<file path="config.mk">
export PLATFORM = sky130hd
export DESIGN_NAME = ad_frame_pack
export DESIGN_NICKNAME = d
export VERILOG_FILES = /design/src/rtl/ad_pkg.sv /design/src/rtl/ad_pp_ram.sv /design/src/rtl/ad_frame_pack.sv
export SDC_FILE = /design/constraint.sdc
export NUM_CORES = 2
export LEC_CHECK = 0
export CAP_MARGIN = 10
export CORE_ASPECT_RATIO = 1.2
export CORE_MARGIN = 2
export CORE_UTILIZATION = 60
export DETAILED_ROUTE_END_ITERATION = 8
export GPL_TIMING_DRIVEN = 0
export HOLD_SLACK_MARGIN = 0.08
export PLACE_DENSITY = 0.79
export REMOVE_ABC_BUFFERS = 1
export SLEW_MARGIN = 20
export SYNTH_ARGS = -nofsm -noshare
export SYNTH_HDL_FRONTEND = slang
export SYNTH_HIERARCHICAL = 1
export SYNTH_SLANG_ARGS = --single-unit
</file>
<file path="constraint.sdc">
create_clock -name i_ad_clk -period 7.57 [get_ports i_ad_clk]
set_input_delay 1.514 -clock i_ad_clk [delete_from_list [all_inputs] [get_ports i_ad_clk]]
set_output_delay 1.514 -clock i_ad_clk [all_outputs]
set_load 0.05 [all_outputs]
</file>
<file path="src/rtl/ad_pkg.sv">
// ---------------------------------------------------------------------------
// ad_pkg : shared constants, FSM encodings and width helper for ad_frame_pack
// Rev 1.0
// ---------------------------------------------------------------------------
`default_nettype none

package ad_pkg;

  localparam logic [15:0] MAGIC_WORD = 16'hA55A;
  localparam int          HDR_WORDS  = 3;

  localparam logic [1:0] F_IDLE  = 2'd0;
  localparam logic [1:0] F_FILL  = 2'd1;
  localparam logic [1:0] F_STALL = 2'd2;

  localparam logic [2:0] D_IDLE = 3'd0;
  localparam logic [2:0] D_H0   = 3'd1;
  localparam logic [2:0] D_H1   = 3'd2;
  localparam logic [2:0] D_H2   = 3'd3;
  localparam logic [2:0] D_PAY  = 3'd4;

  function automatic int odsize(input int dsize);
    return 2 * dsize;
  endfunction

endpackage

`default_nettype wire

</file>
<file path="src/rtl/ad_pp_ram.sv">
// ---------------------------------------------------------------------------
// ad_pp_ram : two-bank ping-pong simple dual-port RAM, address {bank, idx}
// Rev 1.0
// ---------------------------------------------------------------------------
`default_nettype none

module ad_pp_ram #(
  parameter int WIDTH = 16,
  parameter int AW    = 3
) (
  input  logic             i_ad_clk,
  input  logic             i_we,
  input  logic [AW-1:0]    i_waddr,
  input  logic [WIDTH-1:0] i_wdata,
  input  logic             i_re,
  input  logic [AW-1:0]    i_raddr,
  output logic [WIDTH-1:0] o_rdata
);

  // Depth covers the full {bank, idx} space so non-power-of-two frames still map.
  logic [WIDTH-1:0] r_mem [0:(1<<AW)-1];

  always_ff @(posedge i_ad_clk) begin
    if (i_we) r_mem[i_waddr] <= i_wdata;
    if (i_re) o_rdata <= r_mem[i_raddr];
  end

endmodule

`default_nettype wire

</file>
<file path="src/rtl/ad_frame_pack.sv">
// ---------------------------------------------------------------------------
// ad_frame_pack : groups A/D dual-sample words into framed valid/ready stream
// Rev 1.0
// ---------------------------------------------------------------------------
`default_nettype none

module ad_frame_pack
  import ad_pkg::*;
#(
  parameter int          DSIZE       = 8,
  parameter int          FRAME_WORDS = 64,
  parameter logic [15:0] MAGIC       = MAGIC_WORD
) (
  input  logic                       i_ad_clk,
  input  logic                       i_rst_n,
  input  logic [odsize(DSIZE)-1:0]   i_dual_data,
  input  logic                       i_data_on,
  input  logic                       i_working,
  output logic [odsize(DSIZE)-1:0]   o_data,
  output logic                       o_valid,
  input  logic                       i_ready,
  output logic                       o_sop,
  output logic                       o_eop,
  output logic                       o_overflow,
  output logic [15:0]                o_drop_cnt
);

  localparam int ODSIZE = odsize(DSIZE);
  localparam int c_wcw  = $clog2(FRAME_WORDS + 1);
  localparam int c_iw   = $clog2(FRAME_WORDS);
  localparam logic [c_wcw-1:0] c_frame_len = c_wcw'(FRAME_WORDS);
  localparam logic [c_wcw-1:0] c_one       = c_wcw'(1);

  logic [1:0]       r_fstate;
  logic             r_wsel;
  logic [c_wcw-1:0] r_wcnt;
  logic [2:0]       r_dstate;
  logic             r_rsel;
  logic [c_wcw-1:0] r_rcnt;
  logic [1:0]       r_full;
  logic [1:0]       r_full_q;
  logic [c_wcw-1:0] r_len [2];
  logic [15:0]      r_seq;
  logic [15:0]      r_drop_cnt;
  logic             r_overflow;

  logic             w_wr;
  logic [c_wcw-1:0] w_wcnt_nxt;
  logic             w_close;
  logic             w_discard;
  logic [c_wcw-1:0] w_cur_len;
  logic [c_wcw-1:0] w_last_idx;
  logic             w_last;
  logic             w_free_ev;
  logic             w_free_wsel;
  logic             w_free_other;
  logic [1:0]       w_set_mask;
  logic [1:0]       w_free_mask;
  logic             w_re;
  logic [c_iw-1:0]  w_ridx;
  logic [ODSIZE-1:0] w_rdata;

  assign w_wr       = (r_fstate == F_FILL) && i_working && i_data_on;
  assign w_wcnt_nxt = w_wr ? (r_wcnt + c_one) : r_wcnt;
  assign w_close    = (r_fstate == F_FILL) &&
                      ((w_wcnt_nxt == c_frame_len) || (!i_working && (r_wcnt != '0)));
  assign w_discard  = (r_fstate == F_FILL) && !i_working && (r_wcnt == '0);

  assign w_cur_len  = r_len[r_rsel];
  assign w_last_idx = w_cur_len - c_one;
  assign w_last     = (r_rcnt == w_last_idx);
  assign w_free_ev  = (r_dstate == D_PAY) && i_ready && w_last;

  // Bank-free lookahead lets a close and a same-edge free skip the stall.
  assign w_free_wsel  = !r_full[r_wsel]  || (w_free_ev && (r_rsel == r_wsel));
  assign w_free_other = !r_full[~r_wsel] || (w_free_ev && (r_rsel != r_wsel));

  assign w_set_mask  = w_close   ? (r_wsel ? 2'b10 : 2'b01) : 2'b00;
  assign w_free_mask = w_free_ev ? (r_rsel ? 2'b10 : 2'b01) : 2'b00;

  always_ff @(posedge i_ad_clk or negedge i_rst_n) begin
    if (!i_rst_n) begin
      r_fstate   <= F_IDLE;
      r_wsel     <= 1'b0;
      r_wcnt     <= '0;
      r_overflow <= 1'b0;
      r_drop_cnt <= '0;
    end else begin
      case (r_fstate)
        F_IDLE: if (i_working && w_free_wsel) r_fstate <= F_FILL;
        F_FILL: begin
          if (w_close) begin
            r_wsel   <= ~r_wsel;
            r_wcnt   <= '0;
            r_fstate <= w_free_other ? F_FILL : F_STALL;
          end else if (w_discard) begin
            r_fstate <= F_IDLE;
          end else begin
            r_wcnt <= w_wcnt_nxt;
          end
        end
        F_STALL: begin
          if (!i_working)                              r_fstate <= F_IDLE;
          else if (w_free_ev && (r_rsel == r_wsel))    r_fstate <= F_FILL;
        end
        default: r_fstate <= F_IDLE;
      endcase
      if ((r_fstate == F_STALL) && i_data_on) begin
        r_overflow <= 1'b1;
        if (r_drop_cnt != 16'hFFFF) r_drop_cnt <= r_drop_cnt + 16'd1;
      end
    end
  end

  // The drain watches a one-cycle-late copy of the full flags, so a header
  // launches two clocks after its frame closes.
  always_ff @(posedge i_ad_clk or negedge i_rst_n) begin
    if (!i_rst_n) begin
      r_full   <= '0;
      r_full_q <= '0;
      r_len[0] <= '0;
      r_len[1] <= '0;
    end else begin
      r_full   <= (r_full | w_set_mask) & ~w_free_mask;
      r_full_q <= r_full & ~w_free_mask;
      if (w_close) r_len[r_wsel] <= w_wcnt_nxt;
    end
  end

  always_ff @(posedge i_ad_clk or negedge i_rst_n) begin
    if (!i_rst_n) begin
      r_dstate <= D_IDLE;
      r_rsel   <= 1'b0;
      r_rcnt   <= '0;
      r_seq    <= '0;
    end else begin
      case (r_dstate)
        D_IDLE: if (r_full_q[r_rsel]) r_dstate <= D_H0;
        D_H0:   if (i_ready) r_dstate <= D_H1;
        D_H1:   if (i_ready) r_dstate <= D_H2;
        D_H2: begin
          if (i_ready) begin
            r_dstate <= D_PAY;
            r_rcnt   <= '0;
          end
        end
        D_PAY: begin
          if (i_ready) begin
            if (w_last) begin
              r_rsel   <= ~r_rsel;
              r_seq    <= r_seq + 16'd1;
              r_rcnt   <= '0;
              r_dstate <= r_full_q[~r_rsel] ? D_H0 : D_IDLE;
            end else begin
              r_rcnt <= r_rcnt + c_one;
            end
          end
        end
        default: r_dstate <= D_IDLE;
      endcase
    end
  end

  // Payload word 0 is fetched on the len transfer; later words one ahead.
  assign w_re   = i_ready && ((r_dstate == D_H2) || ((r_dstate == D_PAY) && !w_last));
  assign w_ridx = (r_dstate == D_H2) ? '0 : c_iw'(r_rcnt + c_one);

  ad_pp_ram #(
    .WIDTH (ODSIZE),
    .AW    (c_iw + 1)
  ) u_ram (
    .i_ad_clk (i_ad_clk),
    .i_we     (w_wr),
    .i_waddr  ({r_wsel, r_wcnt[c_iw-1:0]}),
    .i_wdata  (i_dual_data),
    .i_re     (w_re),
    .i_raddr  ({r_rsel, w_ridx}),
    .o_rdata  (w_rdata)
  );

  always_comb begin
    o_data = '0;
    case (r_dstate)
      D_H0:    o_data = ODSIZE'(MAGIC);
      D_H1:    o_data = ODSIZE'(r_seq);
      D_H2:    o_data = ODSIZE'(w_cur_len);
      D_PAY:   o_data = w_rdata;
      default: o_data = '0;
    endcase
  end

  assign o_valid    = (r_dstate != D_IDLE);
  assign o_sop      = (r_dstate == D_H0);
  assign o_eop      = (r_dstate == D_PAY) && w_last;
  assign o_overflow = r_overflow;
  assign o_drop_cnt = r_drop_cnt;

endmodule

`default_nettype wire

</file>
==> summary.txt <==
Cells and area
  • Final #Nets: roughly 3800
  • Area Growth Syn to Fin: 15.3%
  • Final Instance Area: approximately 0.096 mm²
  • Layout cells sized above 1: 0.335

Min path
  • Hold depth: 1
  • Hold Path Class: flop to flop

Worst setup path
  • Crit path buf inv count: 1
  • CP Max Fanout: 52
  • Crit path DAT: ~5.4 ns
  • Reg2Reg Depth: 14
  • Crit path depth: 8
  • Kind of cell adding the most delay to the critical path: simple AND/OR/NAND/NOR gates
  • Critical path launch point type: flop
  • Required time worst endpoint: between 6 and 7 ns
  • Cell breakdown of the critical path: mux2i_1, ha_1, xnor2_1, xnor2_1, o2111a_1, or3b_2, nor3b_1, clkdlybuf4s50_1
  • Flop2flop setup slack: ~2 ns
  • Slowest-stage cell, CP: dfrtp_4
  • WS Path Type: flop to primary output
  • Crit path capture type: primary output
  • Crit path top cell by count: xnor2_1
  • Max incr delay on CP: around 0.97 ns

Timing
  • Worst-case clock skew: 0.0259 ns
  • Worst slew pin tran: around 1.2 ns
  • Final hold vios: 0
  • Fmax achieved: between 0.1 and 0.15 GHz
  • Slew HR: 0.210
  • Final Cycle Share: 0.911
  • Tmin final: roughly 6.9 ns
  • Max-slew violation count: 0
  • Setup repair after global routing missed its margin: false
  • Finish-stage setup viols: 0

Floorplanning
  • Rows: roughly 150
  • I/O Pins: between 50 and 60
  • Height of the chip: 411 µm
  • Die Area: around 0.14 mm²
  • Die width: about 340 µm
  • Initial Utilization: 0.604
  • CORE AREA: 0.137 mm²

Place
  • Final GP Congestion: 0.890
  • Area after DPL: 0.0893 mm²
  • Detailed-placement wirelength estimate: 122 mm
  • IO Port Bufs: 56

CTS
  • Worst-Skew Late Latency: approximately 0.84 ns
  • Cts hold-fix bufs: 0
  • Clock sink total: approximately 2100
  • Post-CTS resize count: 0
  • Clock slew at reported path FFs: approximately 0.06 ns
  • Num CTS Buffers: approximately 190
  • CTS tree: yes
  • Setup bufs post-CTS: 0
  • Clock Path Buffers: 3
  • Root Buffer Master: clkbuf_16
  • H-tree level count: 4

Job
  • Max-cap violations: 0

Synthesis
  • Avg Cell Area, Syn: between 20 and 25 µm²
  • Sequential-to-total area share from yosys stat: 0.770
  • Distinct cells, synth: 61
  • Mapped Area: slightly above 0.08 mm²
  • Synth top cells by count: 2064 x edfxtp_1, 672 x mux4_2, 152 x nor2_1
  • Asr flop ratio synth: 0.0337
  • FF+latch count, synth: around 2100
  • Area contributors post-synth: edfxtp_1 75%, mux4_2 18%, dfrtp_1 2.2%
  • Largest area contributor in the netlist: edfxtp_1
  • Synth top area share: 0.748
  • Syn Inst Count: approximately 3600
  • Count leader, synth: edfxtp_1
  • Number of flops mapped to enable cells by yosys: about 2100
  • Ys flop type: edfxtp_1
  • Yosys warnings: 6

Drt
  • Initial DRC count: around 6000
  • DRC: 0
  • DR WL/cell: 37.7 µm
  • Number of vias per cell: ~7.2
  • Routed vias: around 42000
  • Router iterations before antenna repair: 6
  • Antenna Nets Post-Route: 0
  • Total wire length: 218 mm

Global route
  • Initial antenna violation count: 9
  • Largest net degree at the start of global routing: between 80 and 90
  • Vias in the first global route: between 40000 and 50000
  • Overflow after GRT: 0
  • GRT Overall Usage: 0.317
  • First-pass GRT wire length: 313 mm

Power and ir drop
  • Max VDD drop: 0.321 mV
  • Tot Pwr: ~33000 µW
  • Pwr/cell area: roughly 350 mW/mm²
  • Leakage: slightly below 0.03 µW

Status
  • Outcome: finished, final reports clean
==> registers in the layout, summed over array words and instances (netlist names), 3 cells and up <==
register,cells
o_drop_cnt,16
r_dstate,3
r_len,14
r_rcnt,7
r_seq,16
r_wcnt,7
u_ram/o_rdata,16
u_ram/r_mem,2048
==> worst reg2reg max path: cells and delay by family, from the launching register on <==
kind                   cells  cell delay [ns]
flip-flops                 1             0.84
multiplexers               4             2.02
AND/OR/NAND/NOR            3             1.16
buffers and inverters      7             1.32
==> cell families (layout without fill, tap and decap cells) <==
group,Yosys count,count (layout),synth area share
AND/OR/NAND/NOR,356,356,0.0196
buffers and inverters,200,604,0.0103
adder cells (fa/ha/maj),6,6,0.000906
other,0,8,0
AO/OA/AOI/OAI,100,100,0.00755
flip-flops,2136,2136,0.770
XOR/XNOR,54,54,0.00580
multiplexers,699,699,0.186
==> per-layer routing <==
metal | part of all wire | wire length, µm | global-route usage
met1 | 0.34 | 73600 | 0.414
met2 | 0.51 | 110000 | 0.521
met3 | 0.10 | 22500 | 0.0663
met4 | 0.052 | 11300 | 0.142
met5 | 0.00019 | 41 | 0
==> power by group <==
part	leakage (µW)	total (µW)	internal (µW)	switching [µW]
Sequential	0.0195	13400	13100	269
Combinational	0.00698	10300	5060	5230
Clock	0.00302	9820	5490	4330
Total	0.0295	33500	23700	9830
==> through the flow <==
| step | hold slack (ns) | setup TNS (ns) | util | setup slack (ns) | cells |
|---|---|---|---|---|---|
| detailed placement | 0.453 | 0 | 0.651 | 1.70 | 5418 |
| CTS | 0.467 | 0 | 0.696 | 0.741 | 5767 |
| finish | 0.462 | 0 | 0.697 | 0.674 | 5775 |
| floorplan | 0.446 | -553.98 | - | -34.62 | 3361 |
| global route | 0.473 | 0 | 0.696 | 0.572 | 5767 |
| global placement | 0.455 | -856.09 | 0.619 | -53.67 | 5229 |
==> layout make-up <==
class,count,area [µm²]
Tap cell,1812,2270
Clock inverter,112,1210
Sequential cell,2136,63800
Clock buffer,237,5040
Inverter,10,37.5
Antenna cell,8,20.0
Multi-Input combinational cell,1215,19000
Fill cell,7410,41600
Timing Repair Buffer,245,4230
==> final timing paths <==
path,startpoint,endpoint
min in group asynchronous,i_rst_n,o_drop_cnt[1]$_DFFE_PN0P_
worst max register to register,r_dstate[0]$_DFFE_PN0P_,u_ram/o_rdata[2]$_DFFE_PP_
max in group asynchronous,i_rst_n,r_rsel$_DFFE_PN0P_
worst max-delay path,r_rsel$_DFFE_PN0P_,o_eop
worst min register to register,o_overflow$_DFFE_PN0P_,o_overflow$_DFFE_PN0P_
worst min-delay path,o_overflow$_DFFE_PN0P_,o_overflow$_DFFE_PN0P_
==> cells in the final DEF (no fill, tap or decap), drive strengths merged, types with 8 or more instances in the layout <==
cell,count
edfxtp,2064
mux4,672
clkbuf,237
buf,206
nor2,153
nand2,79
dfrtp,72
clkinv,69
xnor2,41
clkdlybuf4s50,39
o21ai,34
nand3,34
a21oi,28
bufinv,22
nor2b,21
inv,20
mux2,19
nor3,19
nand4,15
xor2,13
clkinvlp,11
and3,10
diode,8
mux2i,8
No activity file was read; power rests on OpenSTA's default activity.
